### src/rtl/csr_intr_pkg.sv
// rtl/csr_intr_pkg.sv - shared types and constants for the machine-mode interrupt controller
// Purpose: FSM state encoding, mtvec mode codes and the mcause interrupt flag.
// Ports: none (package).
package csr_intr_pkg;

    typedef enum logic [1:0] {
        IDLE    = 2'd0,
        REQ     = 2'd1,
        HANDLER = 2'd2
    } intr_state_e;

    localparam logic [1:0] MTVEC_MODE_DIRECT   = 2'd0;
    localparam logic [1:0] MTVEC_MODE_VECTORED = 2'd1;
    localparam logic       MCAUSE_INTR_BIT     = 1'b1;

endpackage

### src/rtl/csr_irq_prio_enc.sv
// rtl/csr_irq_prio_enc.sv - combinational lowest-index-first priority encoder
// Purpose: pick the lowest set request bit.
// Ports:
//   req_i   in  N     request vector
//   valid_o out 1     any request set
//   id_o    out ID_W  index of the lowest set bit (0 when none)
module csr_irq_prio_enc #(
    parameter int N    = 4,
    parameter int ID_W = 2
) (
    input  logic [N-1:0]    req_i,
    output logic            valid_o,
    output logic [ID_W-1:0] id_o
);

    always_comb begin
        valid_o = |req_i;
        id_o    = '0;
        // Scan downwards so the lowest set index is the last one written.
        for (int i = N - 1; i >= 0; i--) begin
            if (req_i[i]) begin
                id_o = ID_W'(i);
            end
        end
    end

endmodule

### src/rtl/csr_intr_ctrl.sv
// rtl/csr_intr_ctrl.sv - machine-mode interrupt controller between CSR file and PC mux
// Purpose: latch interrupt sources into pending bits, gate with mie/mstatus.MIE, pick the
// lowest-index winner and run the trap request/ack handshake until mret.
// Optional feature macro: CSR_IRQ_SYNC_EN adds a 2-flop synchronizer on every irq_i bit.
// Ports:
//   clk, rst_n       clock, asynchronous active-low reset
//   irq_i            raw interrupt lines
//   mstatus_mie_i    global interrupt enable
//   mie_i            per-source enables
//   mtvec_i          trap vector base + mode in [1:0]
//   mepc_i           mret return address
//   is_mret_i        mret retiring this cycle
//   trap_ack_i       pipeline committed the trap
//   pend_clr_i       software clear of edge pending bits
//   mip_o            pending bits
//   trap_req_o       trap request
//   trap_pc_o        handler target while requesting, else 0
//   trap_cause_o     mcause value while requesting, else 0
//   redirect_pc_o    mepc_i on mret, else trap_pc_o
//   in_handler_o     high from ack until mret
module csr_intr_ctrl
    import csr_intr_pkg::*;
#(
    parameter int                   DW        = 32,
    parameter int                   NUM_IRQ   = 4,
    parameter int                   IRQ_BASE  = 16,
    parameter logic [NUM_IRQ-1:0]   EDGE_MASK = '0
) (
    input  logic               clk,
    input  logic               rst_n,
    input  logic [NUM_IRQ-1:0] irq_i,
    input  logic               mstatus_mie_i,
    input  logic [NUM_IRQ-1:0] mie_i,
    input  logic [DW-1:0]      mtvec_i,
    input  logic [DW-1:0]      mepc_i,
    input  logic               is_mret_i,
    input  logic               trap_ack_i,
    input  logic [NUM_IRQ-1:0] pend_clr_i,
    output logic [NUM_IRQ-1:0] mip_o,
    output logic               trap_req_o,
    output logic [DW-1:0]      trap_pc_o,
    output logic [DW-1:0]      trap_cause_o,
    output logic [DW-1:0]      redirect_pc_o,
    output logic               in_handler_o
);

    localparam int ID_W = (NUM_IRQ > 1) ? $clog2(NUM_IRQ) : 1;

    logic [NUM_IRQ-1:0] irq_s;
    logic [NUM_IRQ-1:0] irq_prev_q;
    logic [NUM_IRQ-1:0] pend_q, pend_d;
    logic [NUM_IRQ-1:0] rise, clr_mask, ack_mask, eligible;
    logic               win_valid;
    logic [ID_W-1:0]    win_id;
    intr_state_e        state_q;
    logic [ID_W-1:0]    id_q;
    logic               trap_req_q, in_handler_q;
    logic [DW-1:0]      base, code, target;

`ifdef CSR_IRQ_SYNC_EN
    logic [NUM_IRQ-1:0] sync1_q, sync2_q;

    always_ff @(posedge clk or negedge rst_n) begin
        if (!rst_n) begin
            sync1_q <= '0;
            sync2_q <= '0;
        end else begin
            sync1_q <= irq_i;
            sync2_q <= sync1_q;
        end
    end

    assign irq_s = sync2_q;
`else
    assign irq_s = irq_i;
`endif

    assign rise     = irq_s & ~irq_prev_q;
    assign ack_mask = (state_q == REQ && trap_ack_i) ? (NUM_IRQ'(1) << id_q) : '0;
    assign clr_mask = pend_clr_i | ack_mask;

    // Edge bits hold until cleared (a new rising edge beats a clear); level bits follow the line.
    assign pend_d = (EDGE_MASK & ((pend_q & ~clr_mask) | rise)) | (~EDGE_MASK & irq_s);

    always_ff @(posedge clk or negedge rst_n) begin
        if (!rst_n) begin
            irq_prev_q <= '0;
            pend_q     <= '0;
        end else begin
            irq_prev_q <= irq_s;
            pend_q     <= pend_d;
        end
    end

    assign eligible = pend_q & mie_i & {NUM_IRQ{mstatus_mie_i}};

    csr_irq_prio_enc #(
        .N    (NUM_IRQ),
        .ID_W (ID_W)
    ) u_prio_enc (
        .req_i   (eligible),
        .valid_o (win_valid),
        .id_o    (win_id)
    );

    // Once in REQ the request is committed: enables or sources dropping do not withdraw it.
    always_ff @(posedge clk or negedge rst_n) begin
        if (!rst_n) begin
            state_q      <= IDLE;
            id_q         <= '0;
            trap_req_q   <= 1'b0;
            in_handler_q <= 1'b0;
        end else begin
            case (state_q)
                IDLE: begin
                    if (win_valid) begin
                        state_q    <= REQ;
                        id_q       <= win_id;
                        trap_req_q <= 1'b1;
                    end
                end
                REQ: begin
                    if (trap_ack_i) begin
                        state_q      <= HANDLER;
                        trap_req_q   <= 1'b0;
                        in_handler_q <= 1'b1;
                    end
                end
                HANDLER: begin
                    if (is_mret_i) begin
                        state_q      <= IDLE;
                        in_handler_q <= 1'b0;
                    end
                end
                default: begin
                    state_q      <= IDLE;
                    trap_req_q   <= 1'b0;
                    in_handler_q <= 1'b0;
                end
            endcase
        end
    end

    assign base   = {mtvec_i[DW-1:2], 2'b00};
    assign code   = DW'(IRQ_BASE) + DW'(id_q);
    // Reserved modes 2/3 fall back to direct.
    assign target = (mtvec_i[1:0] == MTVEC_MODE_VECTORED) ? base + (code << 2) : base;

    assign mip_o         = pend_q;
    assign trap_req_o    = trap_req_q;
    assign in_handler_o  = in_handler_q;
    assign trap_pc_o     = trap_req_q ? target : '0;
    assign trap_cause_o  = trap_req_q ? {MCAUSE_INTR_BIT, code[DW-2:0]} : '0;
    assign redirect_pc_o = is_mret_i ? mepc_i : trap_pc_o;

endmodule
### config.mk
export PLATFORM = sky130hd
export DESIGN_NAME = csr_intr_ctrl
export DESIGN_NICKNAME = d
export VERILOG_FILES = /design/src/rtl/csr_intr_pkg.sv /design/src/rtl/csr_irq_prio_enc.sv /design/src/rtl/csr_intr_ctrl.sv
export SDC_FILE = /design/constraint.sdc
export NUM_CORES = 1
export LEC_CHECK = 0
export CAP_MARGIN = 20
export CORE_MARGIN = 2
export CORE_UTILIZATION = 32
export CTS_CLUSTER_DIAMETER = 120
export DETAILED_ROUTE_END_ITERATION = 8
export PLACE_DENSITY = 0.89
export SYNTH_ARGS = -nofsm -noshare
export SYNTH_HDL_FRONTEND = slang
export SYNTH_SLANG_ARGS = --single-unit
### constraint.sdc
create_clock -name clk -period 5.8 [get_ports clk]
set_clock_uncertainty 0.15 [all_clocks]
set_input_delay 0.58 -clock clk [delete_from_list [all_inputs] [get_ports clk]]
set_output_delay 0.58 -clock clk [all_outputs]
set_load 0.01 [all_outputs]
; Word level (Yosys, flattened, before mapping)
; Cells that the tools add are included.
[op_classes]
n_addsub = 2
n_eq_ne = 6
muxes = 18
bitwise = 4
reduce_logical = 6
[ops]
columns = op, count
row1 = $mux W32, 4
row2 = $add A32 B8 Y32, 1
row3 = $mux W2, 7
row4 = $reduce_and A3 Y1, 3
row5 = $and A4 B4 Y4, 2
row6 = $add A5 B2 Y6 const A, 1
row7 = $pmux W1 S3, 2
row8 = $pmux W2 S3, 1
row9 = $eq A2 B1 Y1 const B, 2
row10 = $mux W1, 4
row11 = $ne A2 B2 Y1 const B, 2
row12 = $reduce_or A4 Y1, 1
row13 = $eq A2 B2 Y1 const B, 1
row14 = $logic_not A2 Y1, 1
row15 = $ne A2 B1 Y1 const B, 1
row16 = $not A1 Y1, 2
row17 = $reduce_and A2 Y1, 1
[word_totals]
register_bits = 10
input_bits = 81
output_inout_bits = 102
wordCells = 41

; Depth between registers and ports, before layout
; Gate-level depths: netlist of the first run.
[depth]
ltp_word = 6
ltp_mapped = 7
depth_no_buf = 7

; By module
; From an unflattened synthesis of the first run, not the netlist that was laid out.
[unflattened]
hier_cells = 372
area_unflattened_um2 = 2507.4
[by_module_without_submodules]
columns = mod, instances, cells_per_inst, area_each_um2, seq_area_each_um2
row1 = csr_intr_ctrl, 1, 365, 2472.4, 250.2
row2 = csr_irq_prio_enc, 1, 7, 35.0, 0.0

; Worst setup path before layout of the first run
; No wires, ideal clock.
[synth_path]
path_type = input port to output port
from = input port mtvec_i[2]
to = output port redirect_pc_o[14]
arrival_ns = 2.111
t_required_ns = 5.070
slack_ns = 2.959
stages = 7
path_buffers = 0
cell_sequence = ha_1 > fa_1 > a31oi_2 > nor3_2 > nand2_1 > xor2_1 > o31ai_1
[synth_via]
elab_chain_len = 4
[synth_rtl]
columns = item, line_no
row1 = from (decl), csr_intr_ctrl.sv:34  ; input logic [DW-1:0] mtvec_i,
row2 = $add A32 B8 Y32, csr_intr_ctrl.sv:147  ; assign target = (mtvec_i[1:0] == MTVEC_MODE_VECTORED) ? base + (code << 2) : base;
row3 = $mux W32, csr_intr_ctrl.sv:147
row4 = $mux W32, csr_intr_ctrl.sv:152  ; assign trap_pc_o = trap_req_q ? target : '0;
row5 = $mux W32, csr_intr_ctrl.sv:154  ; assign redirect_pc_o = is_mret_i ? mepc_i : trap_pc_o;
row6 = to (decl), csr_intr_ctrl.sv:43  ; output logic [DW-1:0] redirect_pc_o,
; Every way passes these cells.

; Worst setup path after layout of the first run
; Same ends and word-level chain as after synthesis.

==> impl_metrics.ini, run 1 <==
[run_status]
status = complete, no violations

[setup_path]
critical-path-slowest-cell = clkdlybuf4s50_1
timing.critical_path.from_type = input pin
criticalPathCategory = input pin to output port
path_delay_family = buffers and inverters
worst-endpoint-arrival_ns = 3.36
critPathMostFrequentCell = clkdlybuf4s50_1
path_depth = 9
reg2reg_depth = 3
critical_path.n_buffers_inverters = 2
critical_path.reg2reg.startpoint = trap_req_o$_DFFE_PN0P_
slowest_delay_ns = 0.58
worst_path_required_ns = 5.07
r2r-end = trap_req_o$_DFFE_PN0P_
cp-startpoint = mtvec_i[2]
worstPathCellList = clkdlybuf4s50_1 -> ha_1 -> fa_1 -> a31oi_2 -> nor3_2 -> nand2_1 -> xor2_1 -> o31ai_1 -> clkdlybuf4s50_1
category_of_the_worst_setup_path_capture_point = output port
r2r_slack_ns = 4.16
critical_path.max_fanout = 8
crit_end = redirect_pc_o[14]

[drt]
number_of_vias_per_cell = 4.91
vias = 2391
routed_wire_length_per_instance_um = 13.9
postRouteWirelength_mm = 6.75
first_iter_violations = 61
tritonroute_pass_1_iters = 4
postRouteAntennaNets = 0
remaining_drc_errors = 0

[place]
gp_congestion = 0.842
place_hpwl_mm = 5.65
post-place-cells = 483
place.port_buffers = 148

[power]
power.share.combinational_pct = 74.1
maximum_vdd_drop_v = 0.000239
p_int_uw = 475
power.sequential.fraction_pct = 15.1
sw_frac_of_total_pct = 41.7
switchingPower_uw = 340
design_power_total_uw = 815
cellLeakagePower_nw = 1.28
power_density_nw_per_um2 = 247
clkPwrFrac_pct = 10.8

[die]
dieWidth_um = 79.5
io_pins = 183
floorplan.core_area_um2 = 5510
row_count = 27
floorplan_die_area_um2 = 6320
fp.dieH_um = 79.5
initial_utilization_pct = 33.1

[cts]
worstSkewPairLatency_ns = 0.24
clk_pin_slew_worst_paths_ns = 0.05
htree_num_levels = 1
clockRootBuffer = clkbuf_8
clock_tree.buffer_depth = 2
tritoncts.num_buffers = 3
cts_setup_buffers = 0
cts_resized = 0
cts_tree = yes
post_cts_hold_buffer_count = 0
tritoncts_num_sinks = 10

[final_layout]
finalNetCount = 500
syn2layout_area_growth_pct = 80.9
area.sequential_um2 = 250
fillCellCount = 493
finalNonFillerCells = 487
num_antenna_cells = 0
final_util_pct = 59.9
multi_input_comb_area_um2 = 1370
share_of_post_route_cells_with_drive_strength_above_1_pct = 2.89

[synth]
yosys.cell_types.count = 37
synth-edff-count = 0
netlist_area_um2 = 1820
synth.avg_cell_area_um2 = 6.56
synth.top_cells.by_count = nand2_1, nor2_1, buf_4
synth_sequential_area_ratio_pct = 13.7
synth_area_leader_cell = dfrtp_1
synth_top_area_share_pct = 13.7
postSynthRegisterBits = 10
post-synth-top-count-cell = nand2_1
yosys_warnings = 0
ys_dominant_reg_cell = dfrtp_1
synthCells = 278
synth_top_cells_by_area = dfrtp_1, buf_4, xor2_1
async_reset_ff_share_pct = 100

[timing]
timing_hold_violations_final = 0
timing.final.setup_violations = 0
slew-limit-headroom_pct = 49.7
final_period_minus_worst_setup_slack_ns = 4.09
period_share_pct = 70.5
finalHoldWorstSlack_ns = 0.371
grt_setup_unrepaired = false
tightestPinTransition_ns = 0.755
timing_max_transition_violations_final = 0
final.setup.tns_ns = 0
fmaxAchievable_mhz = 245

[global_route]
gr-usage-all-layers_pct = 20.3
residual_overflow_from_global_routing = 0
maximum_number_of_pins_on_one_net_before_global_route_repair = 44
antenna_found_initial = 0
first_global_vias = 2313
grt_pass1_wl_mm = 10.4

[worst_hold_path]
hold_class = register to register
whs_path_cells = 2

[job]
max_cap_viol_count = 0
==> final cells by class <==
type | count | share of cell area (%)
well taps | 72 | 2.73
flip-flops and latches | 10 | 7.58
clock buffers | 4 | 1.67
repair buffers | 150 | 45.9
inverters | 4 | 0.455
multi-input cells | 247 | 41.6
==> power by group through the flow <==
stage	sequential, mW	clock, mW	combinational (mW)
final	0.123	0.0880	0.603
after global routing	0.128	0.0918	0.649
after CTS	0.123	0.0886	0.607
after detailed placement	0.124	0	0.604
after global placement	0.121	0	0.571
after floorplan	0.113	0	0.278
==> stage by stage <==
step	instance area [um^2]	setup WS, ns
after floorplan	1930	2.96
after global placement	3220	1.76
after detailed placement	3250	1.73
after CTS	3300	1.70
after global routing	3300	1.47
final	3300	1.71
==> routing by layer <==
layer / GRT usage [%] / share of wire [%] / up-vias
li1: - / - / 1165
met1: 21.0 / 38 / 1105
met2: 40.8 / 53 / 113
met3: 3.73 / 8.2 / 8
met4: 5.34 / 0.99 / 0
met5: 0 / 0 / -
==> worst reg2reg max path: cells and delay by family (launching register included) <==
| kind | cells | cell delay, ns |
|---|---|---|
| flip-flops | 1 | 0.47 |
| AO/OA/AOI/OAI | 1 | 0.26 |
| buffers and inverters | 2 | 0.66 |
==> flip-flops by register name, summed over array words and instances, names as in the netlist <==
register      cells
trap_req_o        1
state_q           2
id_q              2
mip_o             4
in_handler_o      1
==> placed cells by master (no fill, tap or decap), drive strengths merged <==
cell type      instances
nand2b                 2
nor2                  41
dfrtp                 10
a211oi                 2
nand3                 10
ha                     2
nand4b                 2
fa                     1
conb                  30
a31oi                  4
o32ai                  1
inv                    4
clkbuf                 4
and2b                  1
and3                   5
nor3b                  1
buf                    2
nand3b                 1
o31ai                 10
nor4                   2
nand2                 48
nor3                   5
and2                   4
a22oi                  1
clkdlybuf4s50        148
xnor2                  7
a21oi                  5
nand4                 16
mux2i                  2
xor2                  21
o21ai                 23
==> cells by family (layout without fill, tap and decap cells) <==
family	count (synthesis)	in the layout	share of synthesized area [%]
xor+xnor	28	28	13.4
compound gates	46	46	15.6
mux	2	2	1.10
simple gates	138	138	36.5
other cells	1	30	0.206
fa+ha+maj	3	3	2.47
buf+inv	50	158	16.9
flops	10	10	13.7
==> worst min-delay path by stage <==
stage	start	endpoint
after floorplan	rst_n	id_q[0]$_DFFE_PN0P_
after global placement	state_q[1]$_DFFE_PN0P_	state_q[0]$_DFFE_PN0P_
after detailed placement	state_q[1]$_DFFE_PN0P_	state_q[0]$_DFFE_PN0P_
after CTS	state_q[1]$_DFFE_PN0P_	state_q[0]$_DFFE_PN0P_
after global routing	state_q[1]$_DFFE_PN0P_	state_q[0]$_DFFE_PN0P_
final	id_q[0]$_DFFE_PN0P_	id_q[0]$_DFFE_PN0P_
(Power assumes the default switching activity.)
==> run 2, diff against run 1 <==
--- a/config.mk
+++ b/config.mk
@@ -7,10 +7,10 @@
 export LEC_CHECK = 0
 export CAP_MARGIN = 20
 export CORE_MARGIN = 2
-export CORE_UTILIZATION = 32
+export CORE_UTILIZATION = 27
 export CTS_CLUSTER_DIAMETER = 120
 export DETAILED_ROUTE_END_ITERATION = 8
-export PLACE_DENSITY = 0.89
+export PLACE_DENSITY = 0.8
 export SYNTH_ARGS = -nofsm -noshare
 export SYNTH_HDL_FRONTEND = slang
 export SYNTH_SLANG_ARGS = --single-unit
==> constraint.sdc (replaced) <==
create_clock -name clk -period 3.3 [get_ports clk]
set_clock_uncertainty 0.15 [all_clocks]
set_input_delay 0.33 -clock clk [delete_from_list [all_inputs] [get_ports clk]]
set_output_delay 0.33 -clock clk [all_outputs]
set_load 0.01 [all_outputs]
==> run 2 against run 1 <==
Against the previous run:
- clock-buffer cell count is 1 lower
- register-to-register slack worse by 2.2 ns
- sequential power is 72% higher
- power is 69% higher
- combinational power is 72% higher
- cell area is 4.7% higher
- critical path depth is 2 higher
- sequential cell count stayed put
- core utilization is 6.4 points lower
- highest routed layer unchanged
==> impl_metrics.ini, run 2 (synthesis results as in run 1) <==
[timing]
tightestPinTransition_ns = 0.808
slew-limit-headroom_pct = 46.1
timing.final.setup_violations = 0
timing_max_transition_violations_final = 0
final_period_minus_worst_setup_slack_ns = 3.28
finalHoldWorstSlack_ns = 0.272
final.setup.tns_ns = 0
timing_hold_violations_final = 0
fmaxAchievable_mhz = 305
timing.final.ws_setup_ns = 0.0197
period_share_pct = 99.4

[drt]
tritonroute_pass_1_iters = 4
postRouteWirelength_mm = 7.23
number_of_vias_per_cell = 4.76
postRouteAntennaNets = 0
vias = 2386
routed_wire_length_per_instance_um = 14.4
remaining_drc_errors = 0
first_iter_violations = 76

[setup_path]
r2r-end = trap_req_o$_DFFE_PN0P_
reg2reg_depth = 4
timing.critical_path.from_type = input pin
r2r_slack_ns = 1.92
category_of_the_worst_setup_path_capture_point = output port
critical_path.reg2reg.startpoint = mip_o[3]$_DFF_PN0_
cp-startpoint = mtvec_i[2]
worst-endpoint-arrival_ns = 2.80
crit_end = redirect_pc_o[29]
criticalPathCategory = input pin to output port
critical_path.max_fanout = 6
worst_path_required_ns = 2.82

[place]
post-place-cells = 496
place.port_buffers = 148
gp_congestion = 0.858
place_hpwl_mm = 5.76
place_worst_setup_slack_ns = -0.215
place_area_um2 = 3290

[final_layout]
share_of_post_route_cells_with_drive_strength_above_1_pct = 6.37
num_antenna_cells = 0
finalNonFillerCells = 501
largest_register_ffs = 4
area.sequential_um2 = 250
fillCellCount = 615
fin_area_um2 = 3460
most-common-layout-cells = clkdlybuf4s50_1, nand2_1, nor2_1
final_util_pct = 53.5
final_common_cell = clkdlybuf4s50_1
finalNetCount = 510
syn2layout_area_growth_pct = 89.5
multi_input_comb_area_um2 = 1430

[global_route]
antenna_found_initial = 0
first_global_vias = 2402
grt_pass1_wl_mm = 11.0
maximum_number_of_pins_on_one_net_before_global_route_repair = 30
gr-usage-all-layers_pct = 18.1
residual_overflow_from_global_routing = 0

[cts]
tritoncts_num_sinks = 10
cts_tree = yes
clockRootBuffer = clkbuf_8
clk_pin_slew_worst_paths_ns = 0.05
clock_tree.buffer_depth = 2
worstSkewPairLatency_ns = 0.23
tritoncts.num_buffers = 3
htree_num_levels = 1
post_cts_hold_buffer_count = 0

[power]
maximum_vdd_drop_v = 0.000331
power_density_nw_per_um2 = 397
design_power_total_mw = 1.37
cellLeakagePower_nw = 1.62

[run_status]
status = complete, no violations

[die]
fp.dieH_um = 86.2
initial_utilization_pct = 28.2
floorplan.core_area_um2 = 6460
row_count = 29
floorplan_die_area_um2 = 7430
dieWidth_um = 86.2
io_pins = 183

[worst_hold_path]
hold_class = input pin to async pin

[job]
max_cap_viol_count = 0
[run 2: layer usage]
| layer | global-route usage [%] | share of wire [%] | wire length (um) |
|---|---|---|---|
| met1 | 20.2 | 40 | 2870 |
| met2 | 35.3 | 52 | 3760 |
| met3 | 3.52 | 7.9 | 575 |
| met4 | 4.12 | 0.40 | 29 |
| met5 | 0 | 0 | 0 |
[run 2: worst min-delay path by stage]
stage	depth (start not counted)	slack (ns)	endpoint
final	1	0.27	in_handler_o$_DFFE_PN0P_
after global routing	1	0.31	mip_o[0]$_DFF_PN0_
after CTS	1	0.29	mip_o[0]$_DFF_PN0_
after detailed placement	2	0.34	id_q[0]$_DFFE_PN0P_
after global placement	2	0.33	id_q[0]$_DFFE_PN0P_
after floorplan	0	-0.12	id_q[0]$_DFFE_PN0P_
[run 2: timing repair]
| action | CTS | global route |
|---|---|---|
| resized for setup | 5 | 27 |
| pin swaps | 1 | 2 |
| endpoints found under the setup margin | 20 | 28 |
| buffers inserted | 2 | 0 |
[run 2: final cells by class]
| type | instances | area share [%] |
|---|---|---|
| clock buffers | 3 | 1.19 |
| inverters | 4 | 0.434 |
| repair buffers | 160 | 47.1 |
| multi-input cells | 247 | 41.3 |
| flip-flops and latches | 10 | 7.24 |
| well taps | 77 | 2.79 |
[run 2: worst max-delay path, stage by stage]
cell	delay, ns
clkdlybuf4s50_1	0.43
ha_1	0.24
buf_4	0.14
a211oi_1	0.23
buf_4	0.17
nor2_1	0.04
buf_4	0.17
nand4_1	0.12
xor2_2	0.09
o21ai_0	0.22
clkdlybuf4s50_1	0.60
[run 2: power breakdown]
part | switching, mW | internal (mW) | total, mW
Clock | 0.0461 | 0.0797 | 0.126
Sequential | 0.0514 | 0.160 | 0.211
Combinational | 0.493 | 0.543 | 1.04
Total | 0.590 | 0.783 | 1.37
